===== src/rtl/msrh_rename_ckpt_map_pkg.sv =====
// Shared constants, map type and forwarding helper for the rename map with checkpoint recovery.
package msrh_rename_ckpt_map_pkg;

  localparam int MSRH_DISP_SIZE  = 2;
  localparam int MSRH_RNID_W     = 7;
  localparam int MSRH_ARCH_NUM   = 32;
  localparam int MSRH_REG_W      = 5;
  localparam int MSRH_CKPT_DEPTH = 4;
  localparam int MSRH_CKPT_W     = $clog2(MSRH_CKPT_DEPTH);

  typedef logic [MSRH_RNID_W-1:0] rn_map_t [MSRH_ARCH_NUM];

  // True when an older slot's destination supplies the value for src_regidx; x0 never forwards.
  function automatic logic rn_fwd_lookup(input logic                  rd_valid,
                                         input logic [MSRH_REG_W-1:0] rd_regidx,
                                         input logic [MSRH_REG_W-1:0] src_regidx);
    return rd_valid && (rd_regidx != '0) && (rd_regidx == src_regidx);
  endfunction

endpackage


===== src/rtl/msrh_rename_ckpt_ring.sv =====
// Ring of full-map checkpoints with head/tail/count tracking, truncation on mispredict
// and reset to empty on full flush. CKPT_DEPTH must be a power of two.
module msrh_rename_ckpt_ring
  import msrh_rename_ckpt_map_pkg::*;
#(
  parameter int RNID_W     = MSRH_RNID_W,
  parameter int ARCH_NUM   = MSRH_ARCH_NUM,
  parameter int CKPT_DEPTH = MSRH_CKPT_DEPTH,
  parameter int CKPT_W     = $clog2(CKPT_DEPTH)
) (
  input  logic              i_clk,
  input  logic              i_reset_n,
  input  logic              alloc,
  input  logic [RNID_W-1:0] alloc_map [ARCH_NUM],
  input  logic              ckpt_release,
  input  logic              flush_ckpt_valid,
  input  logic [CKPT_W-1:0] flush_ckpt_id,
  input  logic              flush_all,
  output logic [RNID_W-1:0] restore_map [ARCH_NUM],
  output logic [CKPT_W-1:0] tail,
  output logic [CKPT_W:0]   count,
  output logic              full
);

  logic [RNID_W-1:0] ckpt_mem_reg [CKPT_DEPTH][ARCH_NUM];
  logic [CKPT_W-1:0] head_reg, head_next;
  logic [CKPT_W-1:0] tail_reg, tail_next;
  logic [CKPT_W:0]   count_reg, count_next;
  logic [CKPT_W-1:0] flush_dist;

  // Storage carries no reset: a slot is only read after it has been written.
  always_ff @(posedge i_clk) begin
    if (alloc) begin
      for (int a = 0; a < ARCH_NUM; a++) begin
        ckpt_mem_reg[tail_reg][a] <= alloc_map[a];
      end
    end
  end

  for (genvar gi = 0; gi < ARCH_NUM; gi++) begin : g_restore
    assign restore_map[gi] = ckpt_mem_reg[flush_ckpt_id][gi];
  end

  assign flush_dist = flush_ckpt_id - head_reg;

  always_comb begin
    head_next  = head_reg;
    tail_next  = tail_reg;
    count_next = count_reg;
    if (flush_all) begin
      head_next  = tail_reg;
      count_next = '0;
    end else if (flush_ckpt_valid) begin
      // Keep the flushed checkpoint live and drop everything younger; a release lands after.
      tail_next  = flush_ckpt_id + 1'b1;
      count_next = {1'b0, flush_dist} + 1'b1;
      if (ckpt_release) begin
        head_next  = head_reg + 1'b1;
        count_next = {1'b0, flush_dist};
      end
    end else begin
      if (alloc) begin
        tail_next = tail_reg + 1'b1;
      end
      if (ckpt_release) begin
        head_next = head_reg + 1'b1;
      end
      case ({alloc, ckpt_release})
        2'b10:   count_next = count_reg + 1'b1;
        2'b01:   count_next = count_reg - 1'b1;
        default: count_next = count_reg;
      endcase
    end
  end

  always_ff @(posedge i_clk or negedge i_reset_n) begin
    if (!i_reset_n) begin
      head_reg  <= '0;
      tail_reg  <= '0;
      count_reg <= '0;
    end else begin
      head_reg  <= head_next;
      tail_reg  <= tail_next;
      count_reg <= count_next;
    end
  end

  assign tail  = tail_reg;
  assign count = count_reg;
  assign full  = (count_reg == (CKPT_W+1)'(CKPT_DEPTH));

endmodule


===== src/rtl/msrh_rename_ckpt_map.sv =====
// Rename map table with intra-group forwarding, checkpoint ring recovery and a committed map.
// Optional simulation checkers and state dump are enabled by MSRH_RENAME_CKPT_CHECK_EN.
module msrh_rename_ckpt_map
  import msrh_rename_ckpt_map_pkg::*;
#(
  parameter int DISP_SIZE  = MSRH_DISP_SIZE,
  parameter int RNID_W     = MSRH_RNID_W,
  parameter int ARCH_NUM   = MSRH_ARCH_NUM,
  parameter int CKPT_DEPTH = MSRH_CKPT_DEPTH,
  parameter int CKPT_W     = $clog2(CKPT_DEPTH)
) (
  input  logic                              i_clk,
  input  logic                              i_reset_n,
  input  logic                              i_disp_valid,
  output logic                              o_disp_ready,
  input  logic                              i_ckpt_req,
  input  logic [DISP_SIZE*2*MSRH_REG_W-1:0] i_rs_regidx,
  input  logic [DISP_SIZE-1:0]              i_rd_valid,
  input  logic [DISP_SIZE*MSRH_REG_W-1:0]   i_rd_regidx,
  input  logic [DISP_SIZE*RNID_W-1:0]       i_rd_rnid,
  output logic [DISP_SIZE*2*RNID_W-1:0]     o_rs_rnid,
  output logic [DISP_SIZE*RNID_W-1:0]       o_rd_old_rnid,
  output logic [CKPT_W-1:0]                 o_ckpt_id,
  input  logic                              i_ckpt_release,
  input  logic                              i_flush_ckpt_valid,
  input  logic [CKPT_W-1:0]                 i_flush_ckpt_id,
  input  logic                              i_flush_all,
  input  logic [DISP_SIZE-1:0]              i_cmt_valid,
  input  logic [DISP_SIZE*MSRH_REG_W-1:0]   i_cmt_regidx,
  input  logic [DISP_SIZE*RNID_W-1:0]       i_cmt_rnid,
  output logic [CKPT_W:0]                   o_ckpt_count
);

  logic [MSRH_REG_W-1:0] rs_idx  [DISP_SIZE*2];
  logic [MSRH_REG_W-1:0] rd_idx  [DISP_SIZE];
  logic [MSRH_REG_W-1:0] cmt_idx [DISP_SIZE];
  logic [RNID_W-1:0]     rd_rnid [DISP_SIZE];
  logic [RNID_W-1:0]     cmt_rnid[DISP_SIZE];

  logic [RNID_W-1:0] spec_map_reg   [ARCH_NUM];
  logic [RNID_W-1:0] spec_map_next  [ARCH_NUM];
  logic [RNID_W-1:0] commit_map_reg [ARCH_NUM];
  logic [RNID_W-1:0] commit_map_next[ARCH_NUM];
  logic [RNID_W-1:0] grp_map        [ARCH_NUM];
  logic [RNID_W-1:0] restore_map    [ARCH_NUM];

  logic              accept;
  logic [CKPT_W-1:0] ckpt_tail;
  logic [CKPT_W:0]   ckpt_count;
  logic              ckpt_full;

  for (genvar gi = 0; gi < DISP_SIZE; gi++) begin : g_unpack
    assign rs_idx[2*gi]   = i_rs_regidx[(2*gi)*MSRH_REG_W +: MSRH_REG_W];
    assign rs_idx[2*gi+1] = i_rs_regidx[(2*gi+1)*MSRH_REG_W +: MSRH_REG_W];
    assign rd_idx[gi]     = i_rd_regidx[gi*MSRH_REG_W +: MSRH_REG_W];
    assign rd_rnid[gi]    = i_rd_rnid[gi*RNID_W +: RNID_W];
    assign cmt_idx[gi]    = i_cmt_regidx[gi*MSRH_REG_W +: MSRH_REG_W];
    assign cmt_rnid[gi]   = i_cmt_rnid[gi*RNID_W +: RNID_W];
  end

  // Ready never depends on release, so a full ring stays blocked for the releasing cycle.
  assign o_disp_ready = !i_flush_all && !i_flush_ckpt_valid && !(i_ckpt_req && ckpt_full);
  assign accept       = i_disp_valid && o_disp_ready;
  assign o_ckpt_id    = ckpt_tail;
  assign o_ckpt_count = ckpt_count;

  // Later slots overwrite earlier ones, so the youngest older producer wins.
  for (genvar gi = 0; gi < DISP_SIZE; gi++) begin : g_lookup
    logic [RNID_W-1:0] rs1_rnid, rs2_rnid, old_rnid;
    always_comb begin
      rs1_rnid = spec_map_reg[rs_idx[2*gi]];
      rs2_rnid = spec_map_reg[rs_idx[2*gi+1]];
      old_rnid = spec_map_reg[rd_idx[gi]];
      for (int p = 0; p < gi; p++) begin
        if (rn_fwd_lookup(i_rd_valid[p], rd_idx[p], rs_idx[2*gi]))   rs1_rnid = rd_rnid[p];
        if (rn_fwd_lookup(i_rd_valid[p], rd_idx[p], rs_idx[2*gi+1])) rs2_rnid = rd_rnid[p];
        if (rn_fwd_lookup(i_rd_valid[p], rd_idx[p], rd_idx[gi]))     old_rnid = rd_rnid[p];
      end
      if (rs_idx[2*gi] == '0)   rs1_rnid = '0;
      if (rs_idx[2*gi+1] == '0) rs2_rnid = '0;
      if (rd_idx[gi] == '0)     old_rnid = '0;
    end
    assign o_rs_rnid[(2*gi)*RNID_W +: RNID_W]   = rs1_rnid;
    assign o_rs_rnid[(2*gi+1)*RNID_W +: RNID_W] = rs2_rnid;
    assign o_rd_old_rnid[gi*RNID_W +: RNID_W]   = old_rnid;
  end

  always_comb begin
    for (int a = 0; a < ARCH_NUM; a++) begin
      grp_map[a]         = spec_map_reg[a];
      commit_map_next[a] = commit_map_reg[a];
    end
    for (int d = 0; d < DISP_SIZE; d++) begin
      if (i_rd_valid[d] && (rd_idx[d] != '0)) grp_map[rd_idx[d]] = rd_rnid[d];
      if (i_cmt_valid[d] && (cmt_idx[d] != '0)) commit_map_next[cmt_idx[d]] = cmt_rnid[d];
    end
  end

  always_comb begin
    for (int a = 0; a < ARCH_NUM; a++) begin
      if (i_flush_all)             spec_map_next[a] = commit_map_next[a];
      else if (i_flush_ckpt_valid) spec_map_next[a] = restore_map[a];
      else if (accept)             spec_map_next[a] = grp_map[a];
      else                         spec_map_next[a] = spec_map_reg[a];
    end
  end

  for (genvar gi = 0; gi < ARCH_NUM; gi++) begin : g_map
    always_ff @(posedge i_clk or negedge i_reset_n) begin
      if (!i_reset_n) begin
        spec_map_reg[gi]   <= RNID_W'(gi);
        commit_map_reg[gi] <= RNID_W'(gi);
      end else begin
        spec_map_reg[gi]   <= spec_map_next[gi];
        commit_map_reg[gi] <= commit_map_next[gi];
      end
    end
  end

  msrh_rename_ckpt_ring #(
    .RNID_W    (RNID_W),
    .ARCH_NUM  (ARCH_NUM),
    .CKPT_DEPTH(CKPT_DEPTH),
    .CKPT_W    (CKPT_W)
  ) u_ring (
    .i_clk           (i_clk),
    .i_reset_n       (i_reset_n),
    .alloc           (accept && i_ckpt_req),
    .alloc_map       (grp_map),
    .ckpt_release    (i_ckpt_release),
    .flush_ckpt_valid(i_flush_ckpt_valid),
    .flush_ckpt_id   (i_flush_ckpt_id),
    .flush_all       (i_flush_all),
    .restore_map     (restore_map),
    .tail            (ckpt_tail),
    .count           (ckpt_count),
    .full            (ckpt_full)
  );

`ifdef MSRH_RENAME_CKPT_CHECK_EN
  localparam int PAYLOAD_W = DISP_SIZE*2*MSRH_REG_W + DISP_SIZE + DISP_SIZE*MSRH_REG_W + DISP_SIZE*RNID_W;
  logic [PAYLOAD_W-1:0] chk_payload, chk_payload_reg;
  logic                 chk_stall_reg;
  logic [CKPT_W-1:0]    chk_age;

  assign chk_payload = {i_rs_regidx, i_rd_valid, i_rd_regidx, i_rd_rnid};
  // Live ids are the count entries counting back from tail-1.
  assign chk_age = ckpt_tail - 1'b1 - i_flush_ckpt_id;

  always_ff @(posedge i_clk or negedge i_reset_n) begin
    if (!i_reset_n) begin
      chk_stall_reg   <= 1'b0;
      chk_payload_reg <= '0;
    end else begin
      chk_stall_reg   <= i_disp_valid && !o_disp_ready && i_ckpt_req;
      chk_payload_reg <= chk_payload;
    end
  end

  always @(posedge i_clk) begin
    if (i_reset_n) begin
      if (i_ckpt_release && (ckpt_count == '0))
        $error("rename_ckpt: release with empty ring");
      if (i_flush_ckpt_valid && !i_flush_all && ({1'b0, chk_age} >= ckpt_count))
        $error("rename_ckpt: flush to non-live checkpoint %0d", i_flush_ckpt_id);
      if (chk_stall_reg && i_disp_valid && i_ckpt_req && (chk_payload != chk_payload_reg))
        $error("rename_ckpt: stalled group payload changed");
      if (i_flush_all && i_flush_ckpt_valid)
        $error("rename_ckpt: flush_all and flush_ckpt together");
    end
  end

  task automatic dump_json();
    $display("\"rename_ckpt_map\": {");
    $display("  \"ckpt_count\": %0d, \"ckpt_tail\": %0d,", ckpt_count, ckpt_tail);
    for (int a = 0; a < ARCH_NUM; a++)
      $display("  \"spec_%0d\": %0d, \"commit_%0d\": %0d,", a, spec_map_reg[a], a, commit_map_reg[a]);
    $display("  \"arch_num\": %0d", ARCH_NUM);
    $display("}");
  endtask

  final dump_json();
`endif

endmodule


===== config.mk =====
export PLATFORM = sky130hd
export DESIGN_NAME = msrh_rename_ckpt_map
export DESIGN_NICKNAME = d
export VERILOG_FILES = /design/src/rtl/msrh_rename_ckpt_map_pkg.sv /design/src/rtl/msrh_rename_ckpt_ring.sv /design/src/rtl/msrh_rename_ckpt_map.sv
export SDC_FILE = /design/constraint.sdc
export NUM_CORES = 2
export LEC_CHECK = 0
export CAP_MARGIN = 10
export CORE_ASPECT_RATIO = 0.6
export CORE_MARGIN = 2
export CORE_UTILIZATION = 30
export DETAILED_ROUTE_END_ITERATION = 10
export MAX_ROUTING_LAYER = met4
export REMOVE_ABC_BUFFERS = 1
export SYNTH_ARGS = -nofsm -noshare
export SYNTH_HDL_FRONTEND = slang
export SYNTH_SLANG_ARGS = --single-unit

===== constraint.sdc =====
create_clock -name i_clk -period 19.35 [get_ports i_clk]
set_clock_uncertainty 0.15 [all_clocks]
set_input_delay 3.87 -clock i_clk [delete_from_list [all_inputs] [get_ports i_clk]]
set_output_delay 3.87 -clock i_clk [all_outputs]
set_load 0.02 [all_outputs]

Word level (Yosys, flattened, before mapping):

Memories as Yosys holds them, arrays and structs flattened.
Index checks and enable logic that the tools add are counted.

* bits in registers: 455
* bits in writable memories: 896
* bits of input ports: 81
* logic and storage cells: 285
* memories: 1

Memory list
* u_ring.ckpt_mem_reg: words 4, width 224, read ports 1, clocked after memory_dff 0, write ports 1, line msrh_rename_ckpt_ring.sv:25 `logic [RNID_W-1:0] ckpt_mem_reg [CKPT_DEPTH][ARCH_NUM];`

* add/subtract/negate cells: 7
* magnitude comparators: 12
* eq/ne operators: 6
* muxes and demuxes: 149
* bitwise logic cells: 9
* reduce and logical (&&, ||, !) cells: 34

Operator list (count)
* bitwise mux 224 bit: 4
* two-way mux 224 bit: 4
* two-way mux 7 bit: 121
* binary-select mux 7 bit (select 5 bit): 6
* demux 7 bit (select 5 bit): 4
* >= comparator 6 bit, second input constant: 8
* NOT 5 -> 6 bit: 8
* zero test 5 bit: 6
* less-than comparator 6 x 1 -> 1 bit, second input constant: 4
* nonzero test 5 bit: 4
* logical AND 1 bit: 16
* == test 5 bit: 3
* two-way mux 3 bit: 3
* two-way mux 2 bit: 4
* adder 2 x 1 -> 2 bit, second input constant: 3
* one-hot mux 3 bit (2 select lines): 1
* nonzero test 2 bit: 2
* nonzero test 4 bit: 1
* adder 2 x 1 -> 3 bit, second input constant: 1
* adder 3 x 1 -> 3 bit, second input constant: 1
* == test 3 bit, second input constant: 1
* zero test 1 bit: 3
* nonzero test 3 bit: 1
* subtractor 3 x 1 -> 3 bit, second input constant: 1
* 6 further kinds: 7

Depth between registers and ports, before layout:

* depth after elaboration: 12
* depth in mapped cells: 11

Hierarchy:

Synthesis repeated with hierarchy kept, for this count alone.

* cells, all modules: 5600
* area total of the unflattened synthesis: 73559.3 µm²

Modules (own cells, without submodules)
* msrh_rename_ckpt_map: instances 1, cells each 4376, area an instance 40764.1 µm²
* msrh_rename_ckpt_ring: instances 1, cells each 1224, area an instance 32795.2 µm²

Worst setup path after synthesis:

OpenSTA, ideal clock, no wires.

* kind: input-to-reg
* start point: input i_flush_all
* end point: memory u_ring.ckpt_mem_reg[2][0] (netlist name), enable pin
* setup time: 1.083 ns
* arrival: 19.529 ns
* path slack: -1.413 ns
* stages on the path: 3
* buffers on the path: 1
* cell sequence: clkbuf_1 > a2111o_1 > nor3_1

* longest elaborated chain between the ends: 7

RTL lines
* start, declared: line msrh_rename_ckpt_map.sv:27 `input logic i_flush_all,`
* zero test 1 bit: line msrh_rename_ckpt_map.sv:62 `assign o_disp_ready = !i_flush_all && !i_flush_ckpt_valid && !(i_ckpt_req && ckpt_full);`
* logical AND 1 bit (2 in series): line msrh_rename_ckpt_map.sv:62
* logical AND 1 bit: line msrh_rename_ckpt_map.sv:63 `assign accept = i_disp_valid && o_disp_ready;`
* logical AND 1 bit: line msrh_rename_ckpt_map.sv:128 `.alloc (accept && i_ckpt_req),`
* two-way mux 1 bit: line msrh_rename_ckpt_ring.sv:33 `if (alloc) begin`
* two-way mux 1 bit (not written as such): line msrh_rename_ckpt_ring.sv:35 `ckpt_mem_reg[tail_reg][a] <= alloc_map[a];`
* end, declared: line msrh_rename_ckpt_ring.sv:25

Every way passes these cells.

Worst setup path after layout:

* start point: input i_rd_regidx[0]
* end point: output o_rd_old_rnid[12]

* longest elaborated chain between the ends: 5
* elaborated cells on any way between the ends: 6
* those cells by class: 1 x eq/ne; 2 x mux; 3 x reduce/logical

RTL lines
* start, declared: line msrh_rename_ckpt_map.sv:19 `input logic [DISP_SIZE*MSRH_REG_W-1:0] i_rd_regidx,`
* nonzero test 5 bit: line msrh_rename_ckpt_map_pkg.sv:17 `return rd_valid && (rd_regidx != '0) && (rd_regidx == src_regidx);`
* logical AND 1 bit: line msrh_rename_ckpt_map_pkg.sv:17
* logical AND 1 bit *: line msrh_rename_ckpt_map_pkg.sv:17
* two-way mux 7 bit *: line msrh_rename_ckpt_map.sv:77 `if (rn_fwd_lookup(i_rd_valid[p], rd_idx[p], rd_idx[gi])) old_rnid = rd_rnid[p];`
* two-way mux 7 bit *: line msrh_rename_ckpt_map.sv:81 `if (rd_idx[gi] == '0) old_rnid = '0;`
* end, declared: line msrh_rename_ckpt_map.sv:22 `output logic [DISP_SIZE*RNID_W-1:0] o_rd_old_rnid,`

Every way passes the cells marked *; elsewhere a longest branch is shown, timed or not.

==> results.md <==
- die span in y: 386 um
- starting density of the core: 30.1%
- Crit path arrival time: 7690 ps
- vias per inst: 6.46
- number of buffers inserted by port buffering: 128
- static leakage: 0.0276 uW
- Chip Width: 641 um
- router iterations before antenna repair: 6
- kind of start point of the critical path: input port
- number of storage elements in the synthesis netlist: 1351
- Routed WL per cell: 38.8 um
- H-tree lvl count: 3
- number of cells on the worst hold path: 0
- initial antenna violation count: 51
- Tcrit/Tclk final: 60.5%
- number of buffers inserted during clock tree synthesis: 118
- Syn-to-layout area delta: 11.4%
- cell class contributing the biggest share of worst-path delay: buffers and inverters
- Bufs and invs on worst path: 3
- fin util: 33.5%
- # DRC: 0
- clock slew at the register clock pins of the worst setup and hold paths: 70 ps
- fin. max-slew vios: 0
- core footprint: 242000 um^2
- outcome: completed
- commonest non-fill, non-tap cell in the layout: sky130_fd_sc_hd__edfxtp_1
- number of fillers in the final layout: 23500
- data required time at the worst endpoint: 15330 ps
- category of the most critical setup path: input port to output pin
- Clock Sinks: 1351
- Mapped Cells: 5391
- remaining number of nets flagged by the antenna check after routing: 0
- final count of hold timing violations: 0
- largest net degree at the start of global routing: 109
- net total in the final layout: 5272
- flip-flop count of the largest register, all copies and words added: 896
- netlist area before placement: 72900 um^2
- Post-CTS Hold Fix Bufs: 0
- cell count of the worst reg-to-reg path: 7
- min cycle time layout: 11710 ps
- unique cell type count in the Yosys netlist: 76
- die area: 247000 um^2
- power per unit of standard cell area: 101 nW/um^2
- clk root buf: sky130_fd_sc_hd__clkbuf_16
- commonest cells after routing, fill and taps aside: 896 x sky130_fd_sc_hd__edfxtp_1, 517 x sky130_fd_sc_hd__mux4_2, 453 x sky130_fd_sc_hd__mux2i_1
- number of cells in the design after placement: 8332
- Starting DRT DRC Count: 9553
- setup repair after global routing missed its margin: no
- via count of the first global-routing pass: 51400
- mean instance size in the synthesized netlist: 13.5 um^2
- number of gates resized after CTS: 0
- number of synthesized flops with an enable pin: 896
- largest buffer count on any clock path: 3
- class of the tightest hold or removal check: flip-flop to flip-flop
- Layout Cells excl Fill: 8593
- Crit-path slowest cell: sky130_fd_sc_hd__or4_1
- ordered list of cells on the worst path: buf_4, buf_4, or2_1, o41ai_4, or4_1, a31oi_1, clkdlybuf4s50_1
- library cell appearing most often on the critical path: sky130_fd_sc_hd__buf_4
- Worst Setup End Kind: output pin
- share of final-layout standard cells stronger than drive strength 1: 25.2%
- Peak supply drop: 0.0923 mV
- transition at the pin with the smallest max-transition slack: 1320 ps
- register-to-register setup slack: 14900 ps
- Post CTS Setup Buffer Count: 0
- max-cap viol count: 0
- register area share after synthesis: 52.8%
- main flop type after synthesis: sky130_fd_sc_hd__edfxtp_1
- worst r2r dst: u_ring.ckpt_mem_reg[3][197]
- global placement routability congestion: 1.03
- wire length of the first global-routing pass: 450 mm
- clock latency at the later pin of the worst-skew pair: 780 ps
- launch point of the worst hold path: commit_map_reg[222]
- Total Wirelength: 333 mm
- highest attainable clock frequency: 85.4 MHz
- Setup-failing EPs final: 0
- ys async rst share: 33.7%
- Synthesis Warnings: 0
- final global-route overflow total: 0
- delay of the slowest cell on the worst path: 930 ps
- Std-Cell Rows: 140
- post-detailed-placement half-perimeter wirelength: 219 mm
- slew margin rel.: 12.1%
- source of the worst register-to-register timing path: u_ring.count[0]
- critical path fanouts, max: 52
- total track usage: 27.1%
- total via count after detailed routing: 55500
- endpoint with the worst hold slack: commit_map_reg[222]
- clock tree from TritonCTS: done
- IO Pins: 129
-- synth_stat cells (all sizes together) (162+ instances only) --
cell type	count	share of area (%)
buf	204	1.5
clkbuf	407	2.1
a21oi	162	1.1
o21ai	318	2.2
dfrtp	295	10
nand3	191	1.3
mux2i	453	6.2
nor2	301	1.6
edfxtp	896	37
mux4	523	16
nand2	197	1.0
nor3	174	1.2
a31oi	168	1.4
-- metal layers --
metal	vias to the layer above	global-route usage [%]	wire, um
li1	21200	-	-
met1	29100	38.4	140000
met2	4523	34.2	129000
met3	654	12.0	53900
met4	0	7.68	10800
met5	-	-	0
-- cell families (layout without fill, tap and decap cells) --
kind of cell	count (synthesis)	count (layout)	synth area share (%)
adders and majority gates	4	4	0.0789
AOI/OAI and AO/OA	1235	1235	12.6
other	0	34	0
muxes	995	995	22.7
and+or+nand+nor	1145	1145	7.87
DFF	1351	1351	52.8
xor gates and xnor gates	24	24	0.288
buffers and inverters	637	539	3.74
-- through the flow --
stage	TNS, ps	hold WS (ps)	cell area (um^2)	setup slack, ps	total power, uW
after floorplan	-588950	204	70300	-1310	4570
after global placement	0	215	76900	7470	5490
after detailed placement	0	216	76900	7610	5520
after CTS	0	234	81100	7600	8120
after global routing	0	237	81200	7480	8390
final	0	228	81200	7640	8190
-- where the power goes --
group	internal, uW	total (uW)	switching (uW)
sequential	3450	3930	477
clock	1450	2620	1170
combinational	662	1640	983
total	5560	8190	2630
-- how the worst max path moves through the flow --
stage / from / endpoint / cells after the start
2_1_floorplan: i_disp_valid / u_ring.ckpt_mem_reg[2][0] / 3
3_3_place_gp: i_rd_regidx[0] / o_rd_old_rnid[2] / 7
3_5_place_dp: i_rd_regidx[0] / o_rd_old_rnid[12] / 7
4_1_cts: i_rd_regidx[0] / o_rd_old_rnid[12] / 7
5_1_grt: i_rd_regidx[0] / o_rd_old_rnid[12] / 7
6_report: i_rd_regidx[0] / o_rd_old_rnid[12] / 7
-- final cells by class --
class                      count  area [um^2]  share of cell area [%]
clock buffer                 158         3290                    4.05
sequential                  1351        38500                    47.4
timing repair buffer         287         2400                    2.95
clock inverter                68          933                    1.15
multi-input combinational   3403        31800                    39.2
tap                         3266         4090                    5.03
inverter                      26          105                   0.129
antenna                       34         85.1                   0.105
Power figures use the tool's default switching activity.
